### config.mk
export PLATFORM = sky130hd
export DESIGN_NAME = wait_state_memory
export DESIGN_NICKNAME = d
export VERILOG_FILES = /design/src/rtl/mem_pkg.sv /design/src/rtl/mem_byte_ram.sv /design/src/rtl/wait_state_memory.sv
export SDC_FILE = /design/constraint.sdc
export NUM_CORES = 1
export LEC_CHECK = 0
export BUFFER_PORTS_ARGS = -buffer_cell sky130_fd_sc_hd__buf_2
export CORE_MARGIN = 2
export CORE_UTILIZATION = 35
export CTS_BUF_LIST = sky130_fd_sc_hd__clkbuf_8
export DETAILED_ROUTE_END_ITERATION = 8
export PLACE_DENSITY_LB_ADDON = 0.05
export SLEW_MARGIN = 20
export SYNTH_ARGS = -nofsm -noshare
export SYNTH_HDL_FRONTEND = slang
export SYNTH_SLANG_ARGS = --single-unit
### constraint.sdc
create_clock -name clk -period 2.9 [get_ports clk]
set_input_delay 0.145 -clock clk [delete_from_list [all_inputs] [get_ports clk]]
set_output_delay 0.145 -clock clk [all_outputs]
set_load 0.1 [all_outputs]
### src/rtl/mem_pkg.sv
// Shared types and defaults for the wait-state data memory.
package mem_pkg;

   typedef enum logic [1:0] {IDLE, WAIT, DONE} state_t;
   typedef enum logic {OP_READ, OP_WRITE} op_t;

   localparam int unsigned DEF_DATA_WIDTH = 32;
   localparam int unsigned DEF_ADDR_WIDTH = 5;
   localparam int unsigned DEF_LATENCY    = 2;
   localparam int unsigned BYTES          = DEF_DATA_WIDTH / 8;

   // Wide enough to hold LATENCY-1; never narrower than one bit.
   function automatic int unsigned cnt_width(input int unsigned latency);
      return (latency > 1) ? $clog2(latency) : 1;
   endfunction

endpackage

### src/rtl/mem_byte_ram.sv
// Word array with per-byte-lane write enables and a combinational read port.
module mem_byte_ram #(
   parameter int DATA_WIDTH = 32,
   parameter int ADDR_WIDTH = 5
) (
   input  logic                    clk,
   input  logic [DATA_WIDTH/8-1:0] we,
   input  logic [ADDR_WIDTH-1:0]   addr,
   input  logic [DATA_WIDTH-1:0]   wdata,
   output logic [DATA_WIDTH-1:0]   rdata
);

   localparam int LANES = DATA_WIDTH / 8;

   logic [DATA_WIDTH-1:0] mem [2**ADDR_WIDTH];

   // NOTE: the array has no reset; contents stay undefined until written.
   always_ff @(posedge clk) begin
      for (int i = 0; i < LANES; i++) begin
         if (we[i]) mem[addr][8*i +: 8] <= wdata[8*i +: 8];
      end
   end

   assign rdata = mem[addr];

endmodule

### src/rtl/wait_state_memory.sv
// Data memory with a LATENCY-cycle wait state, a one-cycle ready pulse and
// a one-cycle error pulse for conflicting read/write requests.
module wait_state_memory
   import mem_pkg::*;
#(
   parameter int DATA_WIDTH = DEF_DATA_WIDTH,
   parameter int ADDR_WIDTH = DEF_ADDR_WIDTH,
   parameter int LATENCY    = DEF_LATENCY
) (
   input  logic                    clk,
   input  logic                    rst_n,
   input  logic                    memRead,
   input  logic                    memWrite,
   input  logic [ADDR_WIDTH-1:0]   address,
   input  logic [DATA_WIDTH/8-1:0] byteEn,
   input  logic [DATA_WIDTH-1:0]   dataIn,
   output logic [DATA_WIDTH-1:0]   dataOut,
   output logic                    busy,
   output logic                    ready,
   output logic                    error
);

   localparam int LANES = DATA_WIDTH / 8;
   localparam int CW    = cnt_width(LATENCY);
   localparam logic [CW-1:0] CNT_INIT = CW'(LATENCY - 1);

   state_t                state_q, state_d;
   logic [CW-1:0]         cnt_q, cnt_d;
   logic                  err_q, err_d;
   logic                  accept, commit;

   op_t                   op_q;
   logic [ADDR_WIDTH-1:0] addr_q;
   logic [LANES-1:0]      be_q;
   logic [DATA_WIDTH-1:0] din_q;
   logic [DATA_WIDTH-1:0] dout_q;

   logic [LANES-1:0]      ram_we;
   logic [DATA_WIDTH-1:0] ram_rdata;

   // NOTE: every variable gets a default first so no path can infer a latch.
   always_comb begin
      state_d = state_q;
      cnt_d   = cnt_q;
      err_d   = 1'b0;
      accept  = 1'b0;
      commit  = 1'b0;
      case (state_q)
         IDLE, DONE: begin
            if (memRead ^ memWrite) begin
               accept  = 1'b1;
               cnt_d   = CNT_INIT;
               state_d = WAIT;
            end else begin
               err_d   = memRead & memWrite;
               state_d = IDLE;
            end
         end
         WAIT: begin
            if (cnt_q != '0) begin
               cnt_d = cnt_q - CW'(1);
            end else begin
               commit  = 1'b1;
               state_d = DONE;
            end
         end
         default: state_d = IDLE;
      endcase
   end

   assign ram_we = (commit && op_q == OP_WRITE) ? be_q : '0;

   // NOTE: sequential state uses non-blocking assignments only.
   always_ff @(posedge clk or negedge rst_n) begin
      if (!rst_n) begin
         state_q <= IDLE;
         cnt_q   <= '0;
         err_q   <= 1'b0;
         dout_q  <= '0;
      end else begin
         state_q <= state_d;
         cnt_q   <= cnt_d;
         err_q   <= err_d;
         if (commit && op_q == OP_READ) dout_q <= ram_rdata;
      end
   end

   // Request latches: the access uses what was sampled at acceptance.
   always_ff @(posedge clk or negedge rst_n) begin
      if (!rst_n) begin
         op_q   <= OP_READ;
         addr_q <= '0;
         be_q   <= '0;
         din_q  <= '0;
      end else if (accept) begin
         op_q   <= memWrite ? OP_WRITE : OP_READ;
         addr_q <= address;
         be_q   <= byteEn;
         din_q  <= dataIn;
      end
   end

   mem_byte_ram #(
      .DATA_WIDTH (DATA_WIDTH),
      .ADDR_WIDTH (ADDR_WIDTH)
   ) u_ram (
      .clk   (clk),
      .we    (ram_we),
      .addr  (addr_q),
      .wdata (din_q),
      .rdata (ram_rdata)
   );

   assign busy    = (state_q == WAIT);
   assign ready   = (state_q == DONE);
   assign error   = err_q;
   assign dataOut = dout_q;

endmodule

==> out/results.txt <==
Worst Skew: 0.0332 ns
Placement Cell Area: 46200 µm²
syn avg cell area: 20.4 µm²
delay of the slowest critical-path stage: 0.70 ns
Critical Path RT: 3.46 ns
CTS Root Cell: clkbuf_8
die area: 124000 µm²
Filler cells: 10.7k
total power per unit cell area: 993 nW/µm²
chip height: 352 µm
critical path endpoint category: flop
Syn Nets: 2125
RSZ-0062 raised after global routing: false
P_leak: 0.0169 µW
design area: 50400 µm²
Synth Area in Compound Gates: 0.0341
GRT overflow: 0
setup violators final: 0
worst skew pair latency: 0.86 ns
vias in the first global route: 23.0k
Post-synth ARST share: 0.0708
largest family of logic cells by synthesized area: multiplexers
Slew @ Worst Pin: 1.05 ns
Final Hold Vio Count: 0
outcome: finished, final reports clean
Post-CTS Setup Inserts: 0
Via density: 5.15
row count: 127
CTS tree: yes
Cells after Synth: 2079
FMAX: 353 MHz
most common cell after layout, fill and taps aside: edfxtp_1
# port buffers: 79
Final #Nets: 2592
number of detailed-route iterations in the first pass: 5
DRC: 0
synthesized cell area: 42300 µm²
sequential-to-total area share from yosys stat: 0.773
Final Max Slew Viols: 0
total of max-cap violations: 0
Inst Count DP: 3895
Clock transition at path regs: 0.07 ns
share of cells above drive strength 1: 0.304
initial antenna violation count: 5
Clock Sinks: 1102
global-route wire length before repair: 176000 µm
Post-Synth Simple-Gate Area: 0.0316
#FFs+latches synth: 1102
synth warn: 0
Post-DP HPWL: 80800 µm
Area Overhead vs Synth: 19.2%
GRT Util Overall: 0.204
CP Data Arrival Time: 3.39 ns
Slowest-stage cell, CP: dfrtp_4
final setup TNS: 0 ns
Max clock buf depth: 3
period utilization: 0.976
post-synthesis mux area share: 0.143
CP max FO: 27
Startpoint Class: flop
die span in x: 352 µm
Min Hold Slack: 0.0862 ns
worst min path class: primary input to flop
cells along the critical path: nor2b_1 > nand2_1 > nor2_1 > buf_12
most frequent cells in the layout: 1024 x edfxtp_1, 224 x buf_4, 199 x clkbuf_8
Crit Path Class: flop to flop
DRT iter0 DRCs: 1746
Worst VDD drop: 0.614 mV
Synth Flop Type: edfxtp_1
num ports: 80
Tot Pwr: 50100 µW
EDFF count, synth: 1024
Worst slew margin: 0.298
Synth Area in XOR/XNOR: 0
largest net degree at the start of global routing: 48
vias post-DR: 22.2k
final worst path period need: 2.83 ns
Num CTS Buffers: 187
Clock H-tree levels: 4
starting density of the core: 0.353
GP Congestion: 0.821
number of distinct library cells after synthesis: 52
post-route ant nets: 0
Synth Area in Adders: 0.000296
CORE AREA: 120000 µm²
wire per inst: 28.9 µm
Cell Count, Final, Fillers Out: 4315
total routed wirelength: 125000 µm
-- cell usage after synthesis (3+ instances only) --
library cell | instances | share of area
edfxtp_1 | 1024 | 0.73
mux4_2 | 191 | 0.10
nor2_1 | 183 | 0.016
mux2i_1 | 128 | 0.030
dfrtp_1 | 78 | 0.046
nand2_1 | 48 | 0.0043
buf_2 | 44 | 0.0052
mux2_2 | 43 | 0.011
a22oi_1 | 41 | 0.0073
o22ai_1 | 39 | 0.0058
clkbuf_1 | 30 | 0.0027
buf_4 | 28 | 0.0050
a22o_1 | 24 | 0.0050
a31oi_1 | 23 | 0.0034
a221oi_1 | 15 | 0.0031
nor4_1 | 15 | 0.0022
a21oi_1 | 14 | 0.0017
o21ai_0 | 14 | 0.0017
buf_6 | 13 | 0.0035
a41oi_1 | 10 | 0.0021
a211oi_1 | 8 | 0.0014
nor2b_1 | 7 | 0.0010
o221ai_1 | 7 | 0.0014
buf_1 | 6 | 0.00053
nand4bb_1 | 4 | 0.0011
and3b_1 | 3 | 0.00062
nand2b_1 | 3 | 0.00044
nor3_1 | 3 | 0.00035
o21ai_1 | 3 | 0.00035
or4b_1 | 3 | 0.00071
-- area by class of cell --
class,instances,area [µm²],area share
multi-input cells,853,8900,0.177
well taps,1612,2020,0.0400
clock inverters,146,707,0.0140
diodes,1,2.50,0.0000496
inverters,1,3.75,0.0000744
repair buffers,401,3320,0.0659
flip-flops and latches,1102,32700,0.649
clock buffers,199,2740,0.0543
-- path summary, 6_finish.rpt --
kind	startpoint	endpoint	slack, ns	cells past startpoint
max in group asynchronous	rst_n	dataOut[26]$_DFFE_PN0P_	2.01	4
min reg2reg	din_q[0]$_DFFE_PN0P_	din_q[0]$_DFFE_PN0P_	0.51	1
min	dataIn[26]	din_q[26]$_DFFE_PN0P_	0.09	3
max	addr_q[1]$_DFFE_PN0P_	u_ram.mem[21][24]$_DFFE_PP_	0.07	4
min in group asynchronous	rst_n	din_q[18]$_DFFE_PN0P_	0.50	4
max reg2reg	addr_q[1]$_DFFE_PN0P_	u_ram.mem[21][24]$_DFFE_PP_	0.07	4
-- through the flow --
step,utilization,setup WS [ns]
3_5_place_dp,0.385,0.134
4_1_cts,0.420,0.0901
5_1_grt,0.420,0.0267
6_report,0.420,0.0709
3_3_place_gp,0.385,0.148
2_1_floorplan,-,0.657
-- registers in the layout, indices dropped and copies added, names as in the netlist --
register,cells
dataOut,32
u_ram.mem,1024
state_q,2
addr_q,5
be_q,4
din_q,32
cnt_q,1
op_q,1
error,1
-- per-layer routing --
metal,track usage,up-vias,share of wire
li1,-,9513,-
met1,0.290,11919,0.46
met2,0.326,620,0.48
met3,0.0295,181,0.042
met4,0.0634,0,0.026
met5,0,-,0
-- where the power goes --
part / leakage [µW] / internal, µW / switching, µW
Clock: 0.00204 / 6600 / 6290
Sequential: 0.0101 / 20400 / 1970
Combinational: 0.00477 / 5360 / 9480
-- what timing repair did --
item	4_1_cts	5_1_grt
setup endpoints to repair	0	1
hold buffers	74	0
hold endpoints to repair	121	0
gates resized for setup	0	1
-- critical path, delay by kind of cell, from the launching register on --
family,cells,cell delay [ns]
buffers and inverters,1,0.18
DFF,1,0.70
and+or+nand+nor,3,1.61
-- logic make-up after synthesis --
kind of cell    Yosys count
flops                  1102
mux                     362
simple gates            288
compound gates          202
buf+inv                 124
fa+ha+maj                 1
Note: power is estimated with default switching activity, not from simulation.
